--- src/rtl/rollback_arbiter.sv ---
// ============================================================================
// Module      : rollback_arbiter
// Description : Per-thread rollback/trap collector with round-robin issue of
//               one wb_rollback per cycle. Optional macro ROLLBACK_PERF_EN adds
//               drop/trap performance pulses.
// Revision    : 1.0 - initial release
// ============================================================================
`default_nettype none

module rollback_arbiter #(
  parameter int NUM_THREADS = 4,
  parameter int PC_WIDTH    = 32,
  localparam int TW = (NUM_THREADS > 1) ? $clog2(NUM_THREADS) : 1
) (
  input  logic                clk,
  input  logic                reset,
  input  logic                ix_instruction_valid,
  input  logic [TW-1:0]       ix_thread_idx,
  input  logic                ix_rollback_en,
  input  logic [PC_WIDTH-1:0] ix_rollback_pc,
  input  logic                ix_privileged_op_fault,
  input  logic [3:0]          ix_subcycle,
  input  logic                dd_instruction_valid,
  input  logic [TW-1:0]       dd_thread_idx,
  input  logic                dd_rollback_en,
  input  logic [PC_WIDTH-1:0] dd_rollback_pc,
  input  logic                dd_fault,
  input  logic [3:0]          dd_subcycle,
  input  logic [PC_WIDTH-1:0] cr_trap_handler,
  output logic                wb_rollback_en,
  output logic [TW-1:0]       wb_rollback_thread_idx,
  output logic [PC_WIDTH-1:0] wb_rollback_pc,
  output logic                wb_rollback_pipeline,
  output logic [3:0]          wb_rollback_subcycle,
  output logic                wb_trap
`ifdef ROLLBACK_PERF_EN
  ,
  output logic                wb_perf_rollback_dropped,
  output logic                wb_perf_trap
`endif
);

  localparam logic [TW-1:0] c_last_thread = TW'(NUM_THREADS - 1);

  // Incoming request decode
  logic                w_ix_req;
  logic                w_dd_req;
  logic                w_ix_drop;
  logic                w_dd_drop;
  logic                w_ix_acc;
  logic                w_dd_acc;
  logic [PC_WIDTH-1:0] w_ix_pc;
  logic [PC_WIDTH-1:0] w_dd_pc;

  // Pending entries, one per thread
  logic [NUM_THREADS-1:0] r_pend_valid;
  logic [NUM_THREADS-1:0] r_pend_pipe;
  logic [NUM_THREADS-1:0] r_pend_trap;
  logic [PC_WIDTH-1:0]    r_pend_pc  [NUM_THREADS];
  logic [3:0]             r_pend_sub [NUM_THREADS];

  // Arbitration
  logic [NUM_THREADS-1:0] w_cand;
  logic [TW-1:0]          r_rr_ptr;
  logic [TW-1:0]          w_winner;
  logic [TW-1:0]          w_rr_next;
  logic                   w_any;

  // Winner payload
  logic [PC_WIDTH-1:0] w_sel_pc;
  logic                w_sel_pipe;
  logic [3:0]          w_sel_sub;
  logic                w_sel_trap;

  // Registered issue
  logic                r_wb_en;
  logic [TW-1:0]       r_wb_thread;
  logic [PC_WIDTH-1:0] r_wb_pc;
  logic                r_wb_pipe;
  logic [3:0]          r_wb_sub;
  logic                r_wb_trap;

  assign w_ix_req = ix_instruction_valid && (ix_rollback_en || ix_privileged_op_fault);
  assign w_dd_req = dd_instruction_valid && (dd_rollback_en || dd_fault);
  assign w_ix_pc  = ix_privileged_op_fault ? cr_trap_handler : ix_rollback_pc;
  assign w_dd_pc  = dd_fault ? cr_trap_handler : dd_rollback_pc;

  // A thread with a pending entry is never also fed from the inputs, so a
  // request on the thread being picked this cycle is either the pick itself
  // or already rejected by the pending-entry check.
  assign w_dd_drop = (r_wb_en && (dd_thread_idx == r_wb_thread)) || r_pend_valid[dd_thread_idx];
  assign w_ix_drop = (r_wb_en && (ix_thread_idx == r_wb_thread)) || r_pend_valid[ix_thread_idx]
                   || (w_dd_req && (dd_thread_idx == ix_thread_idx));
  assign w_ix_acc  = w_ix_req && !w_ix_drop;
  assign w_dd_acc  = w_dd_req && !w_dd_drop;

  generate
    for (genvar t = 0; t < NUM_THREADS; t++) begin : g_cand
      assign w_cand[t] = r_pend_valid[t]
                       | (w_ix_acc && (ix_thread_idx == TW'(t)))
                       | (w_dd_acc && (dd_thread_idx == TW'(t)));
    end
  endgenerate

  // First candidate at or after the round-robin pointer
  always_comb begin
    int unsigned v_idx;
    logic [TW-1:0] v_sel;
    v_idx    = 0;
    v_sel    = '0;
    w_any    = 1'b0;
    w_winner = '0;
    for (int i = 0; i < NUM_THREADS; i++) begin
      v_idx = (int'(r_rr_ptr) + i) % NUM_THREADS;
      v_sel = TW'(v_idx);
      if (!w_any && w_cand[v_sel]) begin
        w_any    = 1'b1;
        w_winner = v_sel;
      end
    end
  end

  assign w_rr_next = (w_winner == c_last_thread) ? '0 : w_winner + 1'b1;

  always_comb begin
    w_sel_pc   = w_ix_pc;
    w_sel_pipe = 1'b0;
    w_sel_sub  = ix_subcycle;
    w_sel_trap = ix_privileged_op_fault;
    if (r_pend_valid[w_winner]) begin
      w_sel_pc   = r_pend_pc[w_winner];
      w_sel_pipe = r_pend_pipe[w_winner];
      w_sel_sub  = r_pend_sub[w_winner];
      w_sel_trap = r_pend_trap[w_winner];
    end else if (w_dd_acc && (dd_thread_idx == w_winner)) begin
      w_sel_pc   = w_dd_pc;
      w_sel_pipe = 1'b1;
      w_sel_sub  = dd_subcycle;
      w_sel_trap = dd_fault;
    end
  end

  always_ff @(posedge clk or posedge reset) begin
    if (reset) begin
      r_wb_en     <= 1'b0;
      r_wb_thread <= '0;
      r_wb_pc     <= '0;
      r_wb_pipe   <= 1'b0;
      r_wb_sub    <= '0;
      r_wb_trap   <= 1'b0;
      r_rr_ptr    <= '0;
    end else begin
      r_wb_en <= w_any;
      if (w_any) begin
        r_wb_thread <= w_winner;
        r_wb_pc     <= w_sel_pc;
        r_wb_pipe   <= w_sel_pipe;
        r_wb_sub    <= w_sel_sub;
        r_wb_trap   <= w_sel_trap;
        r_rr_ptr    <= w_rr_next;
      end else begin
        r_wb_thread <= '0;
        r_wb_pc     <= '0;
        r_wb_pipe   <= 1'b0;
        r_wb_sub    <= '0;
        r_wb_trap   <= 1'b0;
      end
    end
  end

  // Winner slot is freed; accepted non-winners are parked
  always_ff @(posedge clk or posedge reset) begin
    if (reset) begin
      r_pend_valid <= '0;
      r_pend_pipe  <= '0;
      r_pend_trap  <= '0;
      for (int t = 0; t < NUM_THREADS; t++) begin
        r_pend_pc[t]  <= '0;
        r_pend_sub[t] <= '0;
      end
    end else begin
      for (int t = 0; t < NUM_THREADS; t++) begin
        if (w_any && (w_winner == TW'(t))) begin
          r_pend_valid[t] <= 1'b0;
        end else if (w_dd_acc && (dd_thread_idx == TW'(t))) begin
          r_pend_valid[t] <= 1'b1;
          r_pend_pc[t]    <= w_dd_pc;
          r_pend_pipe[t]  <= 1'b1;
          r_pend_sub[t]   <= dd_subcycle;
          r_pend_trap[t]  <= dd_fault;
        end else if (w_ix_acc && (ix_thread_idx == TW'(t))) begin
          r_pend_valid[t] <= 1'b1;
          r_pend_pc[t]    <= w_ix_pc;
          r_pend_pipe[t]  <= 1'b0;
          r_pend_sub[t]   <= ix_subcycle;
          r_pend_trap[t]  <= ix_privileged_op_fault;
        end
      end
    end
  end

  assign wb_rollback_en         = r_wb_en;
  assign wb_rollback_thread_idx = r_wb_thread;
  assign wb_rollback_pc         = r_wb_pc;
  assign wb_rollback_pipeline   = r_wb_pipe;
  assign wb_rollback_subcycle   = r_wb_sub;
  assign wb_trap                = r_wb_trap;

`ifdef ROLLBACK_PERF_EN
  logic r_perf_drop;

  always_ff @(posedge clk or posedge reset) begin
    if (reset) begin
      r_perf_drop <= 1'b0;
    end else begin
      r_perf_drop <= (w_ix_req && w_ix_drop) || (w_dd_req && w_dd_drop);
    end
  end

  assign wb_perf_rollback_dropped = r_perf_drop;
  assign wb_perf_trap             = r_wb_en && r_wb_trap;
`endif

endmodule

`default_nettype wire
--- config.mk ---
export PLATFORM = sky130hd
export DESIGN_NAME = rollback_arbiter
export DESIGN_NICKNAME = d
export VERILOG_FILES = /design/src/rtl/rollback_arbiter.sv
export SDC_FILE = /design/constraint.sdc
export NUM_CORES = 1
export LEC_CHECK = 0
export ABC_AREA = 1
export CAP_MARGIN = 20
export CORE_ASPECT_RATIO = 1.25
export CORE_MARGIN = 3
export CORE_UTILIZATION = 50
export CTS_CLUSTER_DIAMETER = 30
export DETAILED_ROUTE_END_ITERATION = 8
export PLACE_DENSITY = 0.78
export SETUP_SLACK_MARGIN = 0.3
export SYNTH_ARGS = -nofsm -noshare
export SYNTH_HDL_FRONTEND = slang
export SYNTH_SLANG_ARGS = --single-unit
--- constraint.sdc ---
create_clock -name clk -period 14 [get_ports clk]
set_clock_uncertainty 0.05 [all_clocks]
set_input_delay 1.4 -clock clk [delete_from_list [all_inputs] [get_ports clk]]
set_output_delay 1.4 -clock clk [all_outputs]
set_load 0.05 [all_outputs]
==> results.txt, run 1 <==
- Of the total synthesized cell area, the portion taken by AND, OR, NAND and NOR gates is 0.398.
- Routability-driven placement finished with a final weighted congestion of around 0.9.
- Synthesis-stage register bit count: 199
- 157 I/O pins were placed.
- The area fraction in compound gates after synthesis came to 0.104.
* Achievable frequency: 0.144 GHz
* Y dimension of the die: ~180 microns
- Yosys printed 0 warnings.
- Depth of the CTS H-tree: 4
- Sequential cell area: 4980 sq um
- In the global route stage, met3 resource usage came out at 0.0414.
- Leading post-synthesis cells by instance count: sky130_fd_sc_hd__nand2_1, sky130_fd_sc_hd__dfrtp_1, sky130_fd_sc_hd__nor2_1
- Antenna violations before repair: 0
* Antenna Cells: 0
* Library cell with the largest summed area after synthesis: sky130_fd_sc_hd__dfrtp_1
* Total number of nets in the final design: between 1,500 and 2,000
- Slew at the pin closest to its max-slew limit: 1.09 ns
- The tightest min-delay check is of the flip-flop to flip-flop type.
- Number of detailed-routing iterations run before antenna repair: 6
- Status: complete, no violations
- Part of the Yosys area used for sequential elements: 0.405
* Most common cell in the netlist: sky130_fd_sc_hd__nand2_1
- Number of global-route vias before repair: around 13,000
- Kind of start point of the critical path: primary input
- A synthesized cell averages between 6 and 7 sq um.
- Gates resized during post-CTS repair numbered 0.
- Entering global routing, the biggest net connects around 120 pins.
* Growth of design area from synthesis to finish: 16.9%
* Predominant post-synthesis flop cell: sky130_fd_sc_hd__dfrtp_1
- Summed over all layers, the global routing overflow is 0.
- The number of hold violations in the final report came to 0.
- Via/cell ratio: 5.95
- The worst pin sits at a relative slew slack of 0.273.
* Final cell area excluding filler cells: 14,400 sq um
- Of the total synthesized cell area, the portion taken by full adders, half adders and majority gates is 0.00407.
- The die covers about 27,000 sq um.
- Across the run, the number of max-cap violations was 0.
- Counting every net in the synthesized netlist gives 1,916.
- Post-detailed-route DRC marker count: 0
- Critical path required time: about 14 ns
* Core box area: 24,000 sq um
- Tmin final: just under 7 ns
- Number of flops mapped to enable cells by yosys: 0
- TritonCTS clock tree: built
- Dominant combinational cell family by area after synthesis: simple AND/OR/NAND/NOR gates
* Horizontal die dimension: 146 microns
- In the final timing run, aggregate negative setup slack is 0 ns.
* Number of max-slew violations in the final report: 0
* Total CTS buffers: 17
- Of the available clock period, the critical path in the final layout requires 0.495.
* Later-pin clock latency in the skew report: 0.44 ns
- The initialized floorplan defines 63 standard-cell rows.
- For the worst setup path, the data arrival time is 7.21 ns.
- Of the total synthesized cell area, the portion taken by XOR and XNOR cells is 0.00143.
- Once detailed placement completed, the half-perimeter wirelength came to 23,200 microns.
- For this run, global-route usage on met2 was measured as 0.501.
- Effective utilization at floorplan: 0.513
- Wires add up to 39,900 microns.
* Setup Buffers After CTS: 0
- Of the post-synthesis cell area, the part taken by muxes is 0.00326.
* Average wire per cell in the routed design: 18.2 microns
- Of all nets on the critical path, the largest fanout is 46.
- CTS clock-pin slew for the worst setup and hold paths: 0.08 ns
- The layer flagged by global routing as most heavily used is met2.
* Share of final-layout standard cells stronger than drive strength 1: 0.0520
- RSZ-0062 raised after global routing: false
* Global-route wire length before repair: 64,400 microns
* Clock root cell: sky130_fd_sc_hd__clkbuf_16
* Total routing resource utilization after global routing: 0.294
* Classification of the worst setup path: primary input to flip-flop
- The synthesized netlist occupies a cell area of 12,300 sq um.
- Counting along the longest clock path gives a buffer depth of 2.
* Buffers on Ports: 156
- Counting flops with an async set or reset pin after synthesis yields a share of 1.00.
- The detail route stage leaves a number of antenna-violating nets equal to 0.
* Met1 routing resource usage after global routing: 0.378
- In this run, the number of DRC markers left after iteration 0 of detailed routing was 1,502.
- The filler cells instantiated in the layout total 2,247.
* Area post-placement: 13,700 sq um
* Area share of the largest cell type after synthesis: 0.405
- Count of hold-fix buffers inserted at cts: 0
- Synthesis instantiated 31 different standard cells from the library.
- The routed layout has ~13,000 vias.
- Final number of setup-violating endpoints: 0
- Sink count of the clock tree: 199
- STA classifies the critical path endpoint as a flip-flop.
- Yosys attributes the largest share of cell area to sky130_fd_sc_hd__dfrtp_1, sky130_fd_sc_hd__nand2_1, sky130_fd_sc_hd__a31oi_1.
- Multi-input combinational cell area: 6290 sq um
- Synthesis produced a netlist whose cell count is roughly 1,800.
-- path summary, 6_finish.rpt --
path | startpoint | to | slack, ns | depth (start not counted)
max | dd_thread_idx[0] | wb_rollback_pc[29] | 7.07 | 22
min | r_pend_pc[101] | r_pend_pc[101] | 0.45 | 2
max reg2reg | wb_rollback_thread_idx[1] | wb_rollback_pc[29] | 8.38 | 20
min reg2reg | r_pend_pc[101] | r_pend_pc[101] | 0.45 | 2
max in group asynchronous | reset | r_pend_pc[38] | 11.19 | 4
min in group asynchronous | reset | wb_rollback_pc[3] | 1.45 | 2
-- area by class of cell --
type | instances | area share
Multi-Input combinational cell | 1375 | 0.438
Clock inverter | 14 | 0.00975
Clock buffer | 18 | 0.0306
Inverter | 75 | 0.0203
Sequential cell | 199 | 0.347
Timing Repair Buffer | 183 | 0.127
Tap cell | 325 | 0.0283
-- worst max-delay path, stage by stage --
cell and delay (ns):
sky130_fd_sc_hd__clkdlybuf4s50_1 0.79, sky130_fd_sc_hd__inv_2 0.12, sky130_fd_sc_hd__nand2_1 0.10, sky130_fd_sc_hd__nand3_2 0.15, sky130_fd_sc_hd__nand3b_1 0.13, sky130_fd_sc_hd__buf_4 0.50, sky130_fd_sc_hd__nand4_1 0.21, sky130_fd_sc_hd__nand2_1 0.13
sky130_fd_sc_hd__nand2_1 0.05, sky130_fd_sc_hd__nand2_1 0.10, sky130_fd_sc_hd__nand2_2 0.08, sky130_fd_sc_hd__nand2_1 0.09, sky130_fd_sc_hd__nand3_2 0.10, sky130_fd_sc_hd__nand2_2 0.07, sky130_fd_sc_hd__buf_4 0.49, sky130_fd_sc_hd__inv_2 0.53
sky130_fd_sc_hd__nand3_1 0.25, sky130_fd_sc_hd__nand2_2 0.60, sky130_fd_sc_hd__inv_2 0.94, sky130_fd_sc_hd__nand3_1 0.16, sky130_fd_sc_hd__nand2_1 0.10, sky130_fd_sc_hd__inv_1 0.04
-- through the flow --
stage | hold slack [ns] | std cells | util | setup slack [ns]
after floorplan | 0.398 | 1796 | - | 7.12
after global placement | 0.416 | 2153 | 0.572 | 7.02
after detailed placement | 0.424 | 2155 | 0.574 | 6.80
after CTS | 0.442 | 2187 | 0.598 | 7.25
after global routing | 0.469 | 2189 | 0.600 | 6.74
final | 0.446 | 2189 | 0.600 | 7.07
-- per-layer routing --
| layer | wire length [microns] | up-vias |
|---|---|---|
| met5 | 0 | - |
| met2 | 19500 | 698 |
| met1 | 16200 | 6169 |
| met3 | 3010 | 94 |
| met4 | 1190 | 0 |
| li1 | - | 6069 |
-- layout by cell type, fill, tap and decap left out, drive strengths merged --
master and n:
a21oi 37, a31oi 132, buf 29, bufinv 1, clkbuf 18, clkdlybuf4s50 154, clkinv 8, dfrtp 199
ha 4, inv 80, mux2i 4, nand2 723, nand3 134, nand3b 2, nand4 122, nor2 167
o211ai 4, o21a 4, o21ai 40, xnor2 2
-- flip-flops by register name, summed over array words and instances, names as in the netlist --
register / cells
r_pend_pc: 128
r_pend_pipe: 4
r_pend_sub: 16
r_pend_trap: 4
r_pend_valid: 4
r_rr_ptr: 2
wb_rollback_en: 1
wb_rollback_pc: 32
wb_rollback_pipeline: 1
wb_rollback_subcycle: 4
wb_rollback_thread_idx: 2
wb_trap: 1
-- cell families after synthesis --
kind of cell	count (synthesis)
AND/OR/NAND/NOR	1148
flip-flops	199
adder cells (fa/ha/maj)	4
multiplexers	4
buffers and inverters	222
XOR/XNOR	2
AO/OA/AOI/OAI	217
Power of run 1 is not shown: default switching activity piles up to over one toggle a cycle in this logic, so the estimate is an artifact.
==> run 2: changes to the inputs <==
==> constraint.sdc (replaced) <==
create_clock -name clk -period 7 [get_ports clk]
set_clock_uncertainty 0.05 [all_clocks]
set_input_delay 0.7 -clock clk [delete_from_list [all_inputs] [get_ports clk]]
set_output_delay 0.7 -clock clk [all_outputs]
set_load 0.05 [all_outputs]
==> run 2 against run 1 <==
Die area did not move; critical path depth down 2; global-route usage grew 0.42 points; highest routed layer unchanged; count of clock-buffer cells in the layout is 1 higher; sequential share of layout area increased by 0.13 points; design area decreased by 0.38%; largest cell class unchanged.
==> results.txt, run 2 (synthesis results as in run 1) <==
* Most common cell after layout, fill and taps aside: sky130_fd_sc_hd__nand2_1
- The first-pass GRT wire length came to 64,200 microns (-0.35%).
- Vias post-DR: 13,100 (+0.19%)
- The number of hold buffers added after CTS was 0 (unchanged).
* Reg with most FFs: r_pend_pc
- The critical path in this run is classified as primary input to flip-flop.
- Tmin final: roughly 5.3 ns
- The worst hold path belongs to the class flip-flop to flip-flop.
- Achievable frequency: 0.187 GHz
- The data arrival at the endpoint of the critical path was 5.62 ns (-1.59 ns).
* Depth of the CTS H-tree: 4 (unchanged)
- Count of antenna-violating nets left after detailed routing: 0 (unchanged)
- The initial antenna violation count came to 0 (unchanged).
- The number of stages on the worst hold path was 2 (unchanged).
- Final routed wirelength across all metal layers: 40,600 microns (+1.8%)
- The later-pin clock latency in the skew report came to 0.44 ns (about the same).
- The pin count of the biggest net entering global routing was 134 (+11%).
- The data required time of the worst path came to 7.28 ns (-7.01 ns).
- Via/cell ratio: 5.96 (+0.15%)
- Compared with the post-synthesis result, the final layout area differs by 16.5%.
- Average wire per cell in the routed design: 18.5 microns (+1.8%)
- Status: complete, no violations
- Setup ws final: 1.66 ns (-5.41 ns)
- Setup Buffers After CTS: 0 (unchanged)
* Worst hold margin: 0.449 ns (+0.00325 ns)
- Effective utilization at floorplan: 0.513 (unchanged)
* Routability congestion estimate: 0.955 (+4.9%)
* Worst min-delay path endpoint: r_pend_pc[39]
- Site row count: 63 (unchanged)
- The total clock buffers created by CTS came to 17 (unchanged).
- Number of max-slew violations in the final report: 0 (unchanged)
- Top-Level Pins: 157 (unchanged)
- Number of violations of the max-capacitance limit: 0 (unchanged)
* TritonCTS clock tree: built
- Worst-case reg-to-reg path depth: 18 (-10%)
- CTS placed an instance of sky130_fd_sc_hd__clkbuf_16 at the clock tree root.
- Largest fanout on the critical path: 73 (+59%)
* Post-CTS Resized: 0 (unchanged)
- The post-DP HPWL came to 23,800 microns (+2.5%).
- Sink count of the clock tree: 199 (unchanged)
* Reg-to-reg endpoint: wb_rollback_subcycle[3]
- Of the available clock period, the critical path in the final layout requires 0.763.
- The buffer levels on the longest clock path came to 2 (unchanged).
* Slew Limit Headroom: 0.322 (+0.0492)
- Post-detailed-route DRC marker count: 0 (unchanged)
- Total number of nets in the final design: 1,972 (+0.051%)
* Slew at the pin closest to its max-slew limit: 1.02 ns (-0.0737 ns)
- In the layout the commonest cells are sky130_fd_sc_hd__nand2_1, sky130_fd_sc_hd__dfrtp_1, sky130_fd_sc_hd__nor2_1.
* Antenna Cells: 0 (unchanged)
* Post-Place Setup Slack: 1.37 ns (-5.43 ns)
* Share of final-layout standard cells stronger than drive strength 1: 0.0515 (-0.000564)
- The height of the die came to 181 microns (unchanged).
- The quantity of I/O buffers inserted on ports was 156 (unchanged).
* Total die area: 26,500 sq um (unchanged)
- CTS clock-pin slew for the worst setup and hold paths: 0.08 ns (about the same)
- The overall routing resource usage was 0.299 (+0.00423).
- Crit end category: flip-flop
- Overflow left after global routing: 0 (unchanged)
- Starting DRT DRC Count: 1,320 (-12%)
- The via count of the first global-routing pass is 12,400 (-1.1%).
- The setup-violating endpoint count in the final report came to 0 (unchanged).
- The number of hold violations in the final report was 0 (unchanged).
* Number of flip-flops in the largest register: 128 (unchanged)
- The width of the die came to 146 microns (unchanged).
- Setup repair after global routing left no endpoint under its margin.
- The area of the core is 24,000 sq um (unchanged).
- Beginning of the worst register-to-register path: r_pend_valid[1]
- Start point of the worst min-delay path: r_pend_pc[39]
* Number of detailed-routing iterations run before antenna repair: 6 (unchanged)
- Register-to-register setup slack: 2.33 ns (-6.05 ns)
- Kind of start point of the critical path: primary input
- Setup TNS: 0 ns (unchanged)
[run 2: cell types whose count changed in the layout (fill, tap and decap cells not counted), sizes merged]
cell | before | now
inv | 80 | 78
clkinv | 8 | 5
buf | 29 | 30
clkbuf | 18 | 19
clkinvlp | 0 | 4
[run 2: worst max-delay path by stage]
stage | start | end | slack [ns] | cells past startpoint
4_1_cts | dd_thread_idx[0] | r_pend_pc[20] | 1.81 | 19
2_1_floorplan | reset | r_pend_pc[0] | 0.82 | 1
3_3_place_gp | dd_thread_idx[0] | r_pend_pc[2] | 1.47 | 20
6_report | dd_thread_idx[0] | wb_rollback_subcycle[3] | 1.66 | 20
5_1_grt | dd_thread_idx[0] | wb_rollback_pc[10] | 1.32 | 19
3_5_place_dp | dd_thread_idx[0] | wb_rollback_subcycle[3] | 1.37 | 19
[run 2: per-stage QoR]
stage	cells	area [sq um]	utilization
2_1_floorplan	1796	12300	-
3_3_place_gp	2156	13700	0.573
3_5_place_dp	2157	13700	0.573
4_1_cts	2189	14300	0.597
5_1_grt	2190	14300	0.597
6_report	2190	14300	0.597
[run 2: routing by layer]
metal | routed length [microns] | track usage
met4 | 1520 | 0.149
met2 | 19500 | 0.499
met5 | 0 | 0
met1 | 15500 | 0.373
met3 | 4140 | 0.0517
[run 2: final cells by class]
| class | count | area [sq um] |
|---|---|---|
| fillers | 2225 | 9650 |
| multi-input cells | 1375 | 6290 |
| flip-flops and latches | 199 | 4980 |
| repair buffers | 184 | 1790 |
| clock buffers | 19 | 433 |
| well taps | 325 | 407 |
| inverters | 75 | 292 |
| clock inverters | 13 | 124 |
[run 2: worst max-delay path, stage by stage]
cell	delay (ns)
sky130_fd_sc_hd__clkdlybuf4s50_1	0.78
sky130_fd_sc_hd__nor2_2	0.11
sky130_fd_sc_hd__nand2_1	0.10
sky130_fd_sc_hd__nand2_2	0.06
sky130_fd_sc_hd__nor2_4	0.18
sky130_fd_sc_hd__nand3_2	0.39
sky130_fd_sc_hd__nand4_1	0.30
sky130_fd_sc_hd__nand3_1	0.12
sky130_fd_sc_hd__nand2_1	0.13
sky130_fd_sc_hd__nand2_2	0.08
sky130_fd_sc_hd__nand2_1	0.07
sky130_fd_sc_hd__nand2_2	0.07
sky130_fd_sc_hd__buf_4	0.40
sky130_fd_sc_hd__nand4_2	0.17
sky130_fd_sc_hd__buf_4	0.50
sky130_fd_sc_hd__nand3_2	0.87
sky130_fd_sc_hd__nand2_1	0.27
sky130_fd_sc_hd__nand3_1	0.11
sky130_fd_sc_hd__nand2_1	0.11
sky130_fd_sc_hd__inv_1	0.04
Power of run 2 is left out for the same reason.
